===== src/rtl/reg_bank_pkg.sv =====
// Shared types and helpers for the multi-port register bank.
// The write-port priority helper handles up to MAX_PORTS write ports.
package reg_bank_pkg;

  localparam int unsigned DEF_DATA_W   = 32;
  localparam int unsigned DEF_NUM_REGS = 32;
  localparam int unsigned DEF_ADDR_W   = $clog2(DEF_NUM_REGS);
  localparam int unsigned MAX_PORTS    = 16;

  typedef logic [DEF_ADDR_W-1:0] reg_addr_t;
  typedef logic [DEF_DATA_W-1:0] reg_data_t;

  // True when port k matches and no higher-index port also matches.
  function automatic logic is_winner(input logic [MAX_PORTS-1:0] hit, input int unsigned k);
    logic [MAX_PORTS-1:0] above;
    above = hit >> k;
    return above[0] && (above[MAX_PORTS-1:1] == '0);
  endfunction

endpackage


===== src/rtl/reg_bank_sb.sv =====
// Busy scoreboard: tracks registers with an issued but not yet written-back producer.
module reg_bank_sb
  import reg_bank_pkg::*;
#(
  parameter int unsigned NUM_REGS = DEF_NUM_REGS,
  parameter int unsigned ADDR_W   = $clog2(NUM_REGS),
  parameter int unsigned NUM_RD   = 2,
  parameter int unsigned NUM_WR   = 2,
  parameter bit          ZERO_REG = 1'b1
) (
  input  logic                     clk,
  input  logic                     arst_n,
  input  logic [NUM_WR-1:0]        wr_en,
  input  logic [NUM_WR*ADDR_W-1:0] wr_addr,
  input  logic [NUM_RD*ADDR_W-1:0] rd_addr,
  input  logic [NUM_RD-1:0]        rd_fwd,
  input  logic                     iss_en,
  input  logic [ADDR_W-1:0]        iss_addr,
  output logic [NUM_REGS-1:0]      busy_vec,
  output logic [NUM_RD-1:0]        rd_busy
);

  logic [NUM_REGS-1:0] busy_nxt;
  logic [ADDR_W-1:0]   wa [NUM_WR];
  logic [ADDR_W-1:0]   ra [NUM_RD];

  for (genvar k = 0; k < NUM_WR; k++) begin : g_wa
    assign wa[k] = wr_addr[k*ADDR_W +: ADDR_W];
  end

  for (genvar p = 0; p < NUM_RD; p++) begin : g_ra
    assign ra[p] = rd_addr[p*ADDR_W +: ADDR_W];
  end

  // Writebacks clear first so a same-cycle issue (newer producer) wins.
  always_comb begin
    busy_nxt = busy_vec;
    for (int unsigned k = 0; k < NUM_WR; k++) begin
      if (wr_en[k]) busy_nxt[wa[k]] = 1'b0;
    end
    if (iss_en) busy_nxt[iss_addr] = 1'b1;
    if (ZERO_REG) busy_nxt[0] = 1'b0;
  end

  always_ff @(posedge clk or negedge arst_n) begin
    if (!arst_n) busy_vec <= '0;
    else         busy_vec <= busy_nxt;
  end

  // Forwarded reads are never busy; neither is the hardwired zero register.
  always_comb begin
    rd_busy = '0;
    for (int unsigned p = 0; p < NUM_RD; p++) begin
      rd_busy[p] = busy_vec[ra[p]] && !rd_fwd[p] && !(ZERO_REG && (ra[p] == '0));
    end
  end

endmodule


===== src/rtl/reg_bank_mp.sv =====
// Multi-port register bank with optional zero register, write-to-read bypass
// and a per-register busy scoreboard for RAW hazard detection.
module reg_bank_mp
  import reg_bank_pkg::*;
#(
  parameter int unsigned  DATA_W   = DEF_DATA_W,
  parameter int unsigned  NUM_REGS = DEF_NUM_REGS,
  parameter int unsigned  NUM_RD   = 2,
  parameter int unsigned  NUM_WR   = 2,
  parameter bit           ZERO_REG = 1'b1,
  parameter bit           BYPASS   = 1'b1,
  localparam int unsigned ADDR_W   = $clog2(NUM_REGS)
) (
  input  logic                     clk,
  input  logic                     arst_n,
  input  logic [NUM_WR-1:0]        wr_en,
  input  logic [NUM_WR*ADDR_W-1:0] wr_addr,
  input  logic [NUM_WR*DATA_W-1:0] wr_data,
  input  logic [NUM_RD*ADDR_W-1:0] rd_addr,
  output logic [NUM_RD*DATA_W-1:0] rd_data,
  output logic [NUM_RD-1:0]        rd_busy,
  input  logic                     iss_en,
  input  logic [ADDR_W-1:0]        iss_addr,
  output logic [NUM_REGS-1:0]      busy_vec
);

  logic [DATA_W-1:0] regs [NUM_REGS];
  logic [ADDR_W-1:0] wa   [NUM_WR];
  logic [DATA_W-1:0] wd   [NUM_WR];
  logic [ADDR_W-1:0] ra   [NUM_RD];
  logic [NUM_RD-1:0] rd_fwd;

  for (genvar k = 0; k < NUM_WR; k++) begin : g_wr
    assign wa[k] = wr_addr[k*ADDR_W +: ADDR_W];
    assign wd[k] = wr_data[k*DATA_W +: DATA_W];
  end

  // Ascending port order makes the highest-index port win on address conflicts.
  always_ff @(posedge clk or negedge arst_n) begin
    if (!arst_n) begin
      for (int unsigned r = 0; r < NUM_REGS; r++) regs[r] <= '0;
    end else begin
      for (int unsigned k = 0; k < NUM_WR; k++) begin
        if (wr_en[k] && !(ZERO_REG && (wa[k] == '0))) regs[wa[k]] <= wd[k];
      end
    end
  end

  for (genvar p = 0; p < NUM_RD; p++) begin : g_rd
    logic [NUM_WR-1:0] hit;
    logic [DATA_W-1:0] fwd;

    assign ra[p] = rd_addr[p*ADDR_W +: ADDR_W];

    // Select the winning write port's data for forwarding.
    always_comb begin
      hit = '0;
      fwd = '0;
      for (int unsigned k = 0; k < NUM_WR; k++) begin
        hit[k] = wr_en[k] && (wa[k] == ra[p]);
      end
      for (int unsigned k = 0; k < NUM_WR; k++) begin
        if (is_winner(MAX_PORTS'(hit), k)) fwd = wd[k];
      end
    end

    assign rd_fwd[p] = BYPASS && (|hit);
    assign rd_data[p*DATA_W +: DATA_W] = (ZERO_REG && (ra[p] == '0)) ? '0 :
                                         rd_fwd[p] ? fwd : regs[ra[p]];
  end

  reg_bank_sb #(
    .NUM_REGS (NUM_REGS),
    .ADDR_W   (ADDR_W),
    .NUM_RD   (NUM_RD),
    .NUM_WR   (NUM_WR),
    .ZERO_REG (ZERO_REG)
  ) u_sb (
    .clk      (clk),
    .arst_n   (arst_n),
    .wr_en    (wr_en),
    .wr_addr  (wr_addr),
    .rd_addr  (rd_addr),
    .rd_fwd   (rd_fwd),
    .iss_en   (iss_en),
    .iss_addr (iss_addr),
    .busy_vec (busy_vec),
    .rd_busy  (rd_busy)
  );

endmodule


===== config.mk =====
export PLATFORM = sky130hd
export DESIGN_NAME = reg_bank_mp
export DESIGN_NICKNAME = d
export VERILOG_FILES = /design/src/rtl/reg_bank_pkg.sv /design/src/rtl/reg_bank_sb.sv /design/src/rtl/reg_bank_mp.sv
export SDC_FILE = /design/constraint.sdc
export NUM_CORES = 2
export LEC_CHECK = 0
export BUFFER_PORTS_ARGS = -buffer_cell sky130_fd_sc_hd__buf_2
export CORE_AREA = 2 2 365 367
export DETAILED_ROUTE_END_ITERATION = 6
export DIE_AREA = 0 0 367 369
export PLACE_DENSITY_LB_ADDON = 0.15
export SETUP_SLACK_MARGIN = 0.02
export SKIP_CTS_REPAIR_TIMING = 1
export SKIP_LAST_GASP = 1
export SLEW_MARGIN = 20
export SYNTH_ARGS = -nofsm -noshare
export SYNTH_HDL_FRONTEND = slang
export SYNTH_SLANG_ARGS = --single-unit

===== constraint.sdc =====
create_clock -name clk -period 2.4 [get_ports clk]
set_clock_uncertainty 0.15 [all_clocks]
set_input_delay 0.24 -clock clk [delete_from_list [all_inputs] [get_ports clk]]
set_output_delay 0.24 -clock clk [all_outputs]
set_load 0.01 [all_outputs]

# ---- Word-level counts from Yosys, hierarchy flattened
# Cells that the tools add are included.
dict set report word_totals {
  rom_bits 0
  reg_bits 1055
  wordCells 126
  output_inout_bits 98
  memories 0
  inputBits 94
  ramBits 0
  latchBits 0
}
dict set report op_classes {
  bitwise_logic 9
  reduce_logical 31
  mux 35
  n_eq_ne 4
  n_lt_le_gt_ge 14
  multipliers 0
  addsub 0
  div_mod_pow 0
  n_shift 0
}
# op n
set op_table {}
lappend op_table {{1024-bit bitwise mux} 2}
lappend op_table {{1024-bit 2-to-1 mux} 2}
lappend op_table {{32-bit 2-to-1 mux} 17}
lappend op_table {{32-bit binary-select mux with 5-bit select} 2}
lappend op_table {{32-bit demux with 5-bit select} 2}
lappend op_table {{32-bit bitwise AND} 2}
lappend op_table {{32-bit NOT} 2}
lappend op_table {{32-bit bitwise OR} 1}
lappend op_table {{15-bit zero test} 2}
lappend op_table {{5-bit by 6-bit less-than comparator with 1-bit output (second input constant)} 5}
lappend op_table {{6-bit >= comparator (second input constant)} 4}
lappend op_table {{5-bit NOT with 6-bit output} 4}
lappend op_table {{5-bit == test} 4}
lappend op_table {{5-bit zero test} 4}
lappend op_table {{1-bit logical AND} 17}
lappend op_table {{1-bit demux with 5-bit select} 3}
lappend op_table {{5-bit by 1-bit >= comparator with 1-bit output (second input constant)} 3}
lappend op_table {{6-bit by 1-bit less-than comparator with 1-bit output (second input constant)} 2}
lappend op_table {{1-bit binary-select mux with 5-bit select} 2}
lappend op_table {{1-bit zero test} 6}
lappend op_table {{1-bit 2-to-1 mux} 5}
lappend op_table {{2-bit OR reduction} 2}

# ---- Longest topological paths before layout
dict set report depth {
  depth_word 11
  depth_mapped 9
  depth_no_buf 5
}

# ---- Hierarchy
# Synthesis repeated with hierarchy kept, for this count alone.
dict set report unflattened {
  cells_unflattened 6100
  hier_area_um2 66393.7
}
# module area_each_um2 seq_area_each_um2 cells_per_inst n_inst
set by_module_without_submodules {}
lappend by_module_without_submodules {reg_bank_mp 64170.3 25624.6 5886 1}
lappend by_module_without_submodules {reg_bank_sb 2223.4 775.7 214 1}

# ---- Worst setup path after synthesis
# Ideal clock, no wire load.
dict set report synth_path {
  path_type {input -> output}
  startpoint {input port rd_addr[0]}
  endpoint {output port rd_data[26]}
  required_time_ns 2.010
  cell_stages 7
  path_slack_ns 0.003
  path_buffers 3
  t_arrival_ns 2.007
  cell_sequence {buf_2 > buf_4 > buf_2 > mux4_2 > a22o_1 > a221oi_1 > a221oi_1}
}
dict set report synth_between {
  elab_chain_cells 8
  elab_cells_between_ends 16
  classes_between {eq/ne: 2; mux: 7; bitwise: 1; reduce/logical: 6}
}
# item line
set synth_lines {}
lappend synth_lines {{start: declaration} reg_bank_mp.sv:19} ;# input logic [NUM_RD*ADDR_W-1:0] rd_addr,
lappend synth_lines {{5-bit == test} reg_bank_mp.sv:60} ;# hit[k] = wr_en[k] && (wa[k] == ra[p]);
lappend synth_lines {{1-bit logical AND} reg_bank_mp.sv:60}
lappend synth_lines {{15-bit zero test} reg_bank_pkg.sv:17} ;# return above[0] && (above[MAX_PORTS-1:1] == '0);
lappend synth_lines {{1-bit logical AND} reg_bank_pkg.sv:17}
lappend synth_lines {{32-bit 2-to-1 mux (2 in series)} reg_bank_mp.sv:63} ;# if (is_winner(MAX_PORTS'(hit), k)) fwd = wd[k];
lappend synth_lines {{32-bit 2-to-1 mux} reg_bank_mp.sv:69} ;# rd_fwd[p] ? fwd : regs[ra[p]];
lappend synth_lines {{32-bit 2-to-1 mux (*)} reg_bank_mp.sv:68} ;# assign rd_data[p*DATA_W +: DATA_W] = (ZERO_REG && (ra[p] == '0)) ? '0 :
lappend synth_lines {{end: declaration} reg_bank_mp.sv:20} ;# output logic [NUM_RD*DATA_W-1:0] rd_data,
# Mark *: on every way between the ends. The rest lies on a longest branch, timed or not. The select of a mux whose other input is x is not followed.

# ---- Worst setup path in the final report
dict set report layout_path {
  startpoint {register regs[660] in the netlist's numbering}
  endpoint {output port rd_data[20]}
}
dict set report layout_between {
  elab_chain_cells 5
}
# item line
set layout_lines {}
lappend layout_lines {{start: declaration} reg_bank_mp.sv:27} ;# logic [DATA_W-1:0] regs [NUM_REGS];
lappend layout_lines {{start signal: indexed assignment} reg_bank_mp.sv:44} ;# if (wr_en[k] && !(ZERO_REG && (wa[k] == '0))) regs[wa[k]] <= wd[k];
lappend layout_lines {{32-bit binary-select mux with 5-bit select} reg_bank_mp.sv:69}
lappend layout_lines {{32-bit 2-to-1 mux (not written as such) (2 in series)} reg_bank_mp.sv:69}
lappend layout_lines {{32-bit 2-to-1 mux} reg_bank_mp.sv:69}
lappend layout_lines {{32-bit 2-to-1 mux} reg_bank_mp.sv:68}
# No other way between the ends. The select of a mux whose other input is x is not followed.

==> impl_metrics.py <==
metrics = {
    "outcome": {
        "outcome": "complete, but fails checks",
        "violations": "DRC, hold timing, setup timing",
    },
    "synth": {
        "yosys.area.top_type": "dfrtp_1",
        "syn_nets": 6168,
        "yosysMostFrequentCell": "dfrtp_1",
        "async_flop_share_pct": 100.0,
        "ys_ff_latch": 1055,
        "synth.area.top_cells": "dfrtp_1, mux4_2, mux2i_1, o21ai_0, a22oi_1",
        "synth-main-ff-cell": "dfrtp_1",
        "yosys_warnings": 0,
        "avgSynthCellArea_um2": 10.74,
        "synth_edf_count": 0,
        "netlist_instances": 6074,
        "synthTopCellsByCount": "dfrtp_1, nand2_1, o21ai_0",
        "netlist.area_leader.share_pct": 40.49,
        "syn_area_um2": 65210,
        "synth_seq_area_share_pct": 40.49,
        "synth_cell_types": 60,
    },
    "sta": {
        "worst_pin_slew_ns": 1.142,
        "setup_viol": 66,
        "maxSlewViolCount": 0,
        "layout_min_cycle_time_ns": 3.299,
        "fmax_mhz": 303.1,
        "layout_setup_ws_ns": -0.8990,
        "hold_viol_final": 4,
        "rsz0062_at_grt": "yes",
        "slew_headroom_pct": 23.63,
        "period_share_pct": 137.5,
        "final.hold.worst_slack_ns": -0.006818,
    },
    "worst_setup_path": {
        "cp-startpoint": "regs[660]",
        "worstPathCellList": "buf_4 -> mux4_2 -> a22o_1 -> a221oi_1 -> a211oi_2 -> buf_2",
        "worstPathRequired_ns": 2.01,
        "worstPathArrival_ns": 2.91,
        "crit_type": "register to primary output",
        "crit_slowest_cell": "a221oi_1",
        "crit_path_max_incr_delay_ns": 0.48,
        "timing.reg2reg.setup_slack_ns": 0.84,
        "ff2ff_path_depth": 4,
        "cp-end-kind": "primary output",
        "r2r-end": "regs[49]",
        "r2r-start": "regs[49]",
        "critPathMaxFanout": 2,
        "cp_top_family": "compound AO/OA/AOI/OAI gates",
        "startpoint_type": "register",
        "worst-path-buf-inv": 2,
    },
    "floorplanning": {
        "die_width_um": 367,
        "start_util_pct": 49.73,
        "ios": 192,
        "core_area_um2": 131100,
        "die_area_um2": 135400,
        "die_h_um": 369,
        "rows": 133,
    },
    "global_routing": {
        "grt.total_usage_pct": 46.77,
        "grt_overflow_total": 0,
        "grt_first_pass_wirelength_um": 446500,
        "grt_pass1_vias": 57486,
        "grt_max_degree": 93,
        "antenna_found_initial": 22,
    },
    "clock_network": {
        "clkSlewWorstSetupHoldPaths_ns": 0.06,
        "cts_made_buffers": 118,
        "htree_levels": 3,
        "clk_latency_ns": 0.76,
        "clockRootBuffer": "clkbuf_16",
        "clkSinkCount": 1055,
        "tritoncts": "yes",
        "clock_path_buffers": 3,
    },
    "hold_path": {
        "holdPathStages": 4,
        "min_from": "iss_addr[1]",
        "hold_path_end": "u_sb.busy_vec[1]",
        "min_path_type": "input pin to register",
    },
    "place": {
        "gp_congestion": 1.032,
        "placed_cell_area_um2": 74080,
        "port_buffers": 190,
        "dp_hpwl_um": 212000,
        "dp_slack_ns": -1.164,
    },
    "power": {
        "power.density_nw_per_um2": 805.7,
        "leakage_nw": 36.24,
        "peakVddDrop_uv": 678.8,
    },
    "drt": {
        "drt_iter0_drc": 10997,
        "via_per_inst": 7.328,
        "drt-pass1-iter-count": 7,
        "wirelength_um": 323200,
        "drt.antenna.violating_nets": 0,
        "wl_per_cell_um": 38.79,
        "vias": 61067,
        "remaining_drc_errors": 3,
    },
    "job": {
        "cap_violations": 0,
    },
    "final_layout": {
        "drive_above_1_share_pct": 31.81,
        "area_growth_syn_to_layout_pct": 23.11,
        "nets": 6563,
        "stdcell_area_um2": 80280,
    },
}
[worst max-delay path by stage]
stage	endpoint	slack [ns]	cells after the start
after floorplan	rd_data[26]	0.003	7
after global placement	rd_data[28]	-1.22	11
after detailed placement	rd_data[28]	-1.16	11
after CTS	rd_data[52]	-1.40	8
after global routing	rd_data[20]	-0.92	5
final	rd_data[20]	-0.90	6
[metrics by stage]
step / setup TNS, ns / utilization, % / instances / total power [mW]
4_1_cts: -51.84 / 59.52 / 8216 / 62.68
3_5_place_dp: -42.22 / 56.49 / 8004 / 43.78
6_report: -41.99 / 61.22 / 8333 / 64.68
2_1_floorplan: 0 / - / 6074 / 36.07
5_1_grt: -43.52 / 61.21 / 8326 / 66.70
3_3_place_gp: -42.15 / 56.49 / 8004 / 43.13
[logic make-up (layout without fill, tap and decap cells)]
family | after synthesis | count (layout) | synth area share, %
AO/OA/AOI/OAI | 1707 | 1707 | 16.48
AND/OR/NAND/NOR | 1214 | 1214 | 7.593
multiplexers | 1177 | 1177 | 29.39
flip-flops | 1055 | 1055 | 40.49
buffers and inverters | 900 | 1387 | 5.776
XOR/XNOR | 20 | 20 | 0.2686
other | 1 | 18 | 0.005751
[metal layers]
metal  global-route usage [%]  wire length [µm]  vias to the layer above
met2                    62.06            128700                     5814
li1                         -                 -                    23563
met4                    31.76             26340                       20
met5                   0.6766               258                        -
met3                    20.77             54250                     1365
met1                    61.01            113600                    30305
[sequential cells by signal (all words and copies together), names as in the netlist]
register	count
u_sb.busy_vec	31
regs	1024
[worst reg2reg max path, cell delays in order (launching register included)]
cell and delay, ns:
dfrtp_1 0.38, buf_4 0.14, mux2i_1 0.12, o21ai_0 0.08, dlygate4sd3_1 0.58
[final cells by class]
cell class | instances | area, µm²
diodes | 17 | 42.54
clock buffers | 163 | 3456
clock inverters | 49 | 515.5
fillers | 10693 | 50850
inverters | 65 | 261.5
multi-input cells | 4119 | 36620
flip-flops and latches | 1055 | 26410
well taps | 1755 | 2196
repair buffers | 1110 | 10780
[cell usage in the layout, fill, tap and decap left out, drive strengths merged, types with 3 or more instances in the layout]
cell type    synthesis  routed
dfrtp             1055    1055
buf                270    1029
nand2              728     728
o21ai              665     665
mux4               590     590
mux2i              587     587
nor2               386     386
a22oi              381     381
a21oi              333     333
clkbuf             565     164
a221oi             121     121
dlygate4sd3          0      80
inv                 65      66
a22o                62      62
o221ai              62      62
clkinv               0      36
a32o                33      33
and2                25      25
a32oi               23      23
diode                0      17
a211oi              14      14
xnor2               12      12
bufinv               0       9
nor4                 9       9
xor2                 8       8
nor3                 8       8
nor2b                7       7
nor4b                7       7
and3                 6       6
nand3b               6       6
nor3b                6       6
and3b                5       5
nand2b               4       4
or2                  4       4
or3b                 4       4
nand3                4       4
o22ai                3       3
clkinvlp             0       3
[power breakdown]
| part | total (mW) | internal, mW | switching (mW) |
|---|---|---|---|
| Clock | 19.1 | 10.9 | 8.16 |
| Combinational | 19.6 | 10.5 | 9.13 |
| Sequential | 25.9 | 22.2 | 3.72 |
| Total | 64.7 | 43.7 | 21.0 |
Power figures use the tool's default switching activity.
